<file path="config.mk">
export PLATFORM = sky130hd
export DESIGN_NAME = addsub_arbiter
export DESIGN_NICKNAME = d
export VERILOG_FILES = /design/src/rtl/addsub_pkg.sv /design/src/rtl/add_sub.sv /design/src/rtl/addsub_arbiter.sv
export SDC_FILE = /design/constraint.sdc
export NUM_CORES = 1
export LEC_CHECK = 0
export ABC_AREA = 1
export CAP_MARGIN = 10
export CORE_UTILIZATION = 30
export CTS_CLUSTER_SIZE = 8
export DETAILED_ROUTE_END_ITERATION = 12
export HOLD_SLACK_MARGIN = 0.03
export PLACE_DENSITY = 0.64
export SLEW_MARGIN = 5
export SYNTH_ARGS = -nofsm -noshare
export SYNTH_HDL_FRONTEND = slang
export SYNTH_SLANG_ARGS = --single-unit
</file>
<file path="constraint.sdc">
create_clock -name clk -period 5.09 [get_ports clk]
set_clock_uncertainty 0.05 [all_clocks]
set_input_delay 1.018 -clock clk [delete_from_list [all_inputs] [get_ports clk]]
set_output_delay 1.018 -clock clk [all_outputs]
set_load 0.01 [all_outputs]
</file>
<file path="src/rtl/addsub_pkg.sv">
// Shared definitions for the add/sub arbiter: default width and controller state encoding.
package addsub_pkg;

  localparam int unsigned ADDSUB_W = 16;

  typedef enum logic [1:0] {
    IDLE = 2'd0,
    EXEC = 2'd1,
    RESP = 2'd2
  } state_t;

endpackage

</file>
<file path="src/rtl/add_sub.sv">
// Combinational adder/subtractor: subtract is a + ~b + 1, ovf from the effective operands.
module add_sub
  import addsub_pkg::*;
#(
  parameter int unsigned W = ADDSUB_W
) (
  input  logic [W-1:0] a,
  input  logic [W-1:0] b,
  input  logic         mode,
  output logic [W-1:0] sum_c,
  output logic         carry_out,
  output logic         ovf_c
);

  logic [W-1:0] b_eff;

  always_comb begin
    b_eff              = b ^ {W{mode}};
    {carry_out, sum_c} = {1'b0, a} + {1'b0, b_eff} + (W+1)'(mode);
    ovf_c              = (a[W-1] == b_eff[W-1]) && (sum_c[W-1] != a[W-1]);
  end

endmodule

</file>
<file path="src/rtl/addsub_arbiter.sv">
// Two-requester round-robin front end around a single add_sub datapath,
// one operation in flight: accept (IDLE) -> compute (EXEC) -> hold result (RESP).
module addsub_arbiter
  import addsub_pkg::*;
#(
  parameter int unsigned W = ADDSUB_W
) (
  input  logic         clk,
  input  logic         rst_n,
  input  logic         req0_valid,
  input  logic         req1_valid,
  output logic         req0_ready,
  output logic         req1_ready,
  input  logic [W-1:0] req0_a,
  input  logic [W-1:0] req0_b,
  input  logic [W-1:0] req1_a,
  input  logic [W-1:0] req1_b,
  input  logic         req0_mode,
  input  logic         req1_mode,
  output logic         rsp_valid,
  input  logic         rsp_ready,
  output logic         rsp_id,
  output logic [W-1:0] rsp_sum,
  output logic         rsp_carry,
  output logic         rsp_ovf,
  output logic [7:0]   op_count
);

  state_t       state;
  state_t       state_nxt;
  logic         grant_id_c;
  logic         accept_c;
  logic         last_grant;
  logic [W-1:0] op_a;
  logic [W-1:0] op_b;
  logic         op_mode;
  logic         op_id;
  logic [W-1:0] sum_c;
  logic         carry_c;
  logic         ovf_c;

  always_ff @(posedge clk or negedge rst_n) begin
    if (!rst_n) state <= IDLE;
    else        state <= state_nxt;
  end

  always_comb begin
    state_nxt = state;
    case (state)
      IDLE:    if (accept_c)  state_nxt = EXEC;
      EXEC:                   state_nxt = RESP;
      RESP:    if (rsp_ready) state_nxt = IDLE;
      default:                state_nxt = IDLE;
    endcase
  end

  // Grant goes to the requester not served last when both contend.
  always_comb begin
    req0_ready = 1'b0;
    req1_ready = 1'b0;
    grant_id_c = 1'b0;
    if (state == IDLE && rst_n) begin
      if (req0_valid && req1_valid) grant_id_c = ~last_grant;
      else                          grant_id_c = req1_valid;
      req0_ready = req0_valid && !grant_id_c;
      req1_ready = req1_valid &&  grant_id_c;
    end
  end

  assign accept_c = req0_ready | req1_ready;

  always_ff @(posedge clk or negedge rst_n) begin
    if (!rst_n) begin
      op_a       <= '0;
      op_b       <= '0;
      op_mode    <= 1'b0;
      op_id      <= 1'b0;
      last_grant <= 1'b1;
    end else if (accept_c) begin
      op_a       <= grant_id_c ? req1_a    : req0_a;
      op_b       <= grant_id_c ? req1_b    : req0_b;
      op_mode    <= grant_id_c ? req1_mode : req0_mode;
      op_id      <= grant_id_c;
      last_grant <= grant_id_c;
    end
  end

  add_sub #(.W(W)) u_add_sub (
    .a         (op_a),
    .b         (op_b),
    .mode      (op_mode),
    .sum_c     (sum_c),
    .carry_out (carry_c),
    .ovf_c     (ovf_c)
  );

  // Result registers load in EXEC and hold until the consumer handshake.
  always_ff @(posedge clk or negedge rst_n) begin
    if (!rst_n) begin
      rsp_valid <= 1'b0;
      rsp_id    <= 1'b0;
      rsp_sum   <= '0;
      rsp_carry <= 1'b0;
      rsp_ovf   <= 1'b0;
      op_count  <= 8'd0;
    end else if (state == EXEC) begin
      rsp_valid <= 1'b1;
      rsp_id    <= op_id;
      rsp_sum   <= sum_c;
      rsp_carry <= carry_c;
      rsp_ovf   <= ovf_c;
    end else if (state == RESP && rsp_ready) begin
      rsp_valid <= 1'b0;
      op_count  <= op_count + 8'd1;
    end
  end

endmodule

</file>
# --- After elaboration in Yosys (flattened, before gate mapping) ---
# Index checks and enable logic that the tools add are counted.
word_totals:
  output_inout_bits: 30
  register_bits: 65
  elab_cells: 49
  inputBits: 71
op_classes:
  eq_ne: 6
  mux: 13
  addsub: 3
  bitwise_logic: 4
  reduce_logical: 11
ops:
  columns: ["cell", "n"]
  rows:
  - ["16-bit 2-to-1 mux", 2]
  - ["16-bit by 16-bit adder with 17-bit output", 1]
  - ["17-bit by 1-bit adder with 17-bit output", 1]
  - ["16-bit XOR", 1]
  - ["8-bit by 1-bit adder with 8-bit output, second input constant", 1]
  - ["1-bit 2-to-1 mux", 8]
  - ["1-bit logical AND", 6]
  - ["2-bit one-hot mux with 3 select lines", 1]
  - ["2-bit 2-to-1 mux", 2]
  - ["2-bit inequality test, second input constant", 2]
  - ["2-bit AND reduction", 2]
  - ["2-bit by 1-bit equality test with 1-bit output, second input constant", 1]
  - ["2-bit equality test, second input constant", 1]
  - ["2-bit logical NOT", 1]
  - ["1-bit inverter", 2]
  - ["2-bit nonzero test", 1]
  - ["1-bit equality test", 1]
  - ["1-bit logical NOT", 1]
  - ["1-bit inequality test", 1]
  - ["1-bit bitwise OR", 1]

# --- Longest topological paths before layout ---
logic_depth:
  depth_word: 9
  depth_mapped: 15
  ltp_nobuf: 14

# --- Modules after synthesis ---
# Synthesis repeated with hierarchy kept, for this count alone.
unflattened:
  hier_cells: 546
  area_unflattened_um2: 4400.5
modules_own_cells:
  columns: ["module", "n_inst", "area_per_inst_um2", "cells_per_inst", "seq_area_each_um2"]
  rows:
  - ["addsub_arbiter", 1, 3315.7, 373, 1627.8]
  - ["add_sub", 1, 1084.8, 173, 0.0]

# --- Worst setup path before layout ---
# OpenSTA, ideal clock, no wires.
synth_timing:
  kind: "input-to-output"
  from: "input req0_valid"
  to: "output req1_ready"
  path_buffers: 1
  setup_slack_ns: 2.413
  arrival_ns: 1.609
  t_required_ns: 4.022
  cell_stages: 4
  cell_sequence: "nand2_1 nand2_2 nor2_4 buf_2"
synth_via:
  elab_chain_cells: 5
synth_lines:
  columns: ["item", "line_no", "rtl"]
  rows:
  - ["from (decl)", "addsub_arbiter.sv:10", "input logic req0_valid,"]
  - ["1-bit logical AND", "addsub_arbiter.sv:63", "if (req0_valid && req1_valid) grant_id_c = ~last_grant;"]
  - ["1-bit 2-to-1 mux", "addsub_arbiter.sv:63", null]
  - ["1-bit 2-to-1 mux", "addsub_arbiter.sv:62", "if (state == IDLE && rst_n) begin"]
  - ["1-bit logical AND", "addsub_arbiter.sv:66", "req1_ready = req1_valid && grant_id_c;"]
  - ["1-bit 2-to-1 mux", "addsub_arbiter.sv:62", null]
  - ["to (decl)", "addsub_arbiter.sv:13", "output logic req1_ready,"]
# Every way passes these cells. The select of a mux whose other input is x is not followed.

# --- Worst setup path after layout ---
layout_timing:
  from: "input req0_valid"
  to: "output req0_ready"
layout_via:
  elab_chain_cells: 6
layout_lines:
  columns: ["item", "line_no", "rtl"]
  rows:
  - ["1-bit logical AND", "addsub_arbiter.sv:63", null]
  - ["1-bit 2-to-1 mux", "addsub_arbiter.sv:63", null]
  - ["1-bit 2-to-1 mux", "addsub_arbiter.sv:62", null]
  - ["1-bit logical NOT", "addsub_arbiter.sv:65", "req0_ready = req0_valid && !grant_id_c;"]
  - ["1-bit logical AND *", "addsub_arbiter.sv:65", null]
  - ["1-bit 2-to-1 mux *", "addsub_arbiter.sv:62", null]
  - ["to (decl)", "addsub_arbiter.sv:12", "output logic req0_ready,"]
# Mark *: on every way between the ends. The rest lies on a longest branch, timed or not. The select of a mux whose other input is x is not followed.

==> results.md <==
* Status: complete, no violations
* WL final at approximately 9700 um
* Crit path buf inv count at 3
* Vias at roughly 3400
* Number of buffers created by CTS at 9
* Count leader, synth: nand2_1
* Worst r2r dst: op_a[8]
* Setup TNS at 0 ps
* Post-Syn Nets at 573
* Final hold viol count at 0
* Clk slew on worst S/H paths at around 50 ps
* CP Max Fanout at 4
* HPWL after detailed placement at 7650 um
* Post-synthesis cell count at 484
* Boundary Pins at slightly above 100
* Max incr delay on CP at between 500 and 600 ps
* Wirelength per Cell at approximately 13 um
* Slew headroom at 0.453
* DR iter-0 viols at between 150 and 200
* Post-synth EDFFs at 0
* Post-synth top flop: dfrtp_1
* Layout cell share with drive strength beyond 1 at 0.103
* RSZ-0062 raised after global routing: false
* Adder-cell share of the synthesized area at 0.0549
* Die Ht at roughly 120 um
* H-tree Lvls at 3
* Top post-synthesis cells by area: dfrtp_1 (38%), a31oi_4 (14%), nand2_1 (14%), ha_1 (5.0%), nor2_1 (4.6%)
* Final Cell Area at 5630 sq um
* Critical R2R Launch: state[1]
* Fill cell count at approximately 1400
* DP Cell Count at 748
* Top cell type by total area after synthesis: dfrtp_1
* Worst-margin pin slew at slightly above 800 ps
* Compound-Gate Fraction of Synth Area at 0.192
* Ant. Diodes at 0
* Setup CP Type: input pin to primary output
* Main combinational cell family by area after synthesis: simple AND/OR/NAND/NOR gates
* Power per cell area at 736 nW/um^2
* Final Critical Period at 3550 ps
* Root Buffer: clkbuf_16
* Post-synthesis register bit count at between 60 and 70
* Period utilization at 0.697
* Max-Cap Viols at 0
* Placed Area at about 5300 sq um
* Maximum buffer depth of the clock tree at 2
* Layout area overhead at 32.6%
* GRT overflow at 0
* Highest Clock Rate at about 0.28 GHz
* Total GRT Usage at 0.144
* Synthesized area per cell at between 8 and 9 sq um
* CP cell instances: clkdlybuf4s50_1 > nand2_1 > nand2_2 > nand3b_4 > inv_2 > clkdlybuf4s50_1
* Synth Area in XOR/XNOR at 0.0619
* Initial antenna violation count at 0
* I/O Buffers at 100
* Hold wc startpoint: rsp_valid
* Nets at 668
* CP Launch Type: input pin
* Total core area at approximately 14000 sq um
* Top cell family by delay on the critical path: buffers and inverters
* Sequential cell area at approximately 1600 sq um
* Commonest cells post-synth: nand2_1 (158), dfrtp_1 (64), nor2_1 (52), inv_1 (30), a31oi_4 (28)
* Critical Path Start: req0_valid
* HP Class: register to register
* Share of the synthesized area in the top cell type at 0.377
* Final Slew Violations at 0
* CP Depth at 6
* Synth async-reset ratio at 1.00
* Pre-CTS setup slack at between 1000 and 1500 ps
* Post-DR vias/cell at approximately 4.5
* Synth cell types at 34
* CTS tree: done
* Multi-input logic area at 2340 sq um
* Starting Density at 0.307
* Setup slack, reg-to-reg at between 2000 and 2500 ps
* DR pass1 iterations at 4
* Mux cell area share after synthesis at 0.00265
* Post-CTS sizing at 0
* Worst hold stages at 2
* Ys Warns at 0
* VDD IR max at around 0.00035 V
* R2R cell count at 9
* Clock sink count at 65
* Vias in the first global route at 3500
* LEAKAGE at roughly 2.4 nW
* Critical-path top delay cell: clkdlybuf4s50_1
* Num rows at 43
* # Post-CTS Setup Buffers at 0
* Crit. End Element: primary output
* DRC Markers at 0
* Final Setup Violations at 0
* Largest net degree at the start of global routing at 66
* Final non-filler cell total at ~760
* Top cell by count, worst path: clkdlybuf4s50_1
* Hold Path Sink: rsp_valid
* Worst-skew pair later-pin latency at ~330 ps
* Mapped cell area at about 4200 sq um
* Worst EP arrival at ~2500 ps
* Sequential-to-total area share from yosys stat at 0.384
* Final ANT Viol Nets at 0
* Post-cts hold buffer count at 0
* Die area at around 15000 sq um
* GP Congestion at between 0.8 and 0.9
* Die width at approximately 120 um
* Synth Area in Simple Gates at 0.239
* Required time of the worst setup path at between 4000 and 5000 ps
* First-pass GRT wire length at ~17000 um
* Fin worst setup slack at 1540 ps
kinds of logic (layout without fill, tap and decap cells):
group / after synthesis / in the layout
and+or+nand+nor: 247 / 247
DFF: 65 / 65
muxes: 1 / 1
adders and majority gates: 18 / 18
buffers and inverters: 54 / 153
AOI/OAI and AO/OA: 69 / 69
xor gates and xnor gates: 30 / 30
report_power, final:
group          switching [mW]  internal, mW  total, mW
combinational            1.50          1.10       2.60
clock                   0.215         0.366      0.580
sequential              0.199         0.762      0.961
sequential cells by signal, indices dropped and copies added (netlist names):
signal,flops
last_grant,1
op_a,16
op_b,16
op_count,8
op_id,1
op_mode,1
rsp_carry,1
rsp_id,1
rsp_ovf,1
rsp_sum,16
rsp_valid,1
state,2
final cells by class:
class / instances / area share
Inverter: 35 / 0.0236
Timing Repair Buffer: 103 / 0.181
Multi-Input combinational cell: 365 / 0.416
Sequential cell: 65 / 0.289
Tap cell: 180 / 0.0400
Clock inverter: 2 / 0.00222
Clock buffer: 13 / 0.0480
worst max-delay path by stage:
stage          slack (ps)          to
6_report             1540  req0_ready
3_3_place_gp         1440    op_a[10]
3_5_place_dp         1320    op_b[13]
4_1_cts              1530  req0_ready
2_1_floorplan        2410  req1_ready
5_1_grt              1460     op_a[8]
metal layers:
layer / GRT usage / wire length, um
met5: 0 / 0
met4: 0.0502 / 76
met3: 0.0348 / 516
met2: 0.225 / 4400
met1: 0.195 / 4690
cell usage in the layout, fill, tap and decap left out, types with 2 or more instances in the layout:
master           netlist  routed
xnor2_1                9       9
nor2_1                52      52
inv_2                  5       4
ha_1                  17      17
clkbuf_8               0       3
xor2_1                21      21
o21ai_0               15      15
a21oi_1               17      17
o21ai_1                3       3
clkbuf_16              0       9
nor2_4                 2       2
a31oi_4               28      28
dfrtp_1               64      64
clkinv_2               0       2
nor3_1                 3       3
buf_4                  1       3
nand4_1                3       3
clkdlybuf4s50_1        0      99
nand2_1              158     158
a31oi_1                4       4
inv_1                 30      30
nand3_1               23      23
stage by stage:
step	util	hold WS [ps]	power, mW
2_1_floorplan	-	428	2.89
3_3_place_gp	0.386	411	3.52
3_5_place_dp	0.386	419	3.58
4_1_cts	0.407	433	4.18
5_1_grt	0.407	449	4.57
6_report	0.407	428	4.14
worst min-delay path, stage by stage (launching register included):
cell and delay [ps]:
dfrtp_1 340, nand2_1 60, nand2_1 50
Note: power is estimated with default switching activity, not from simulation.
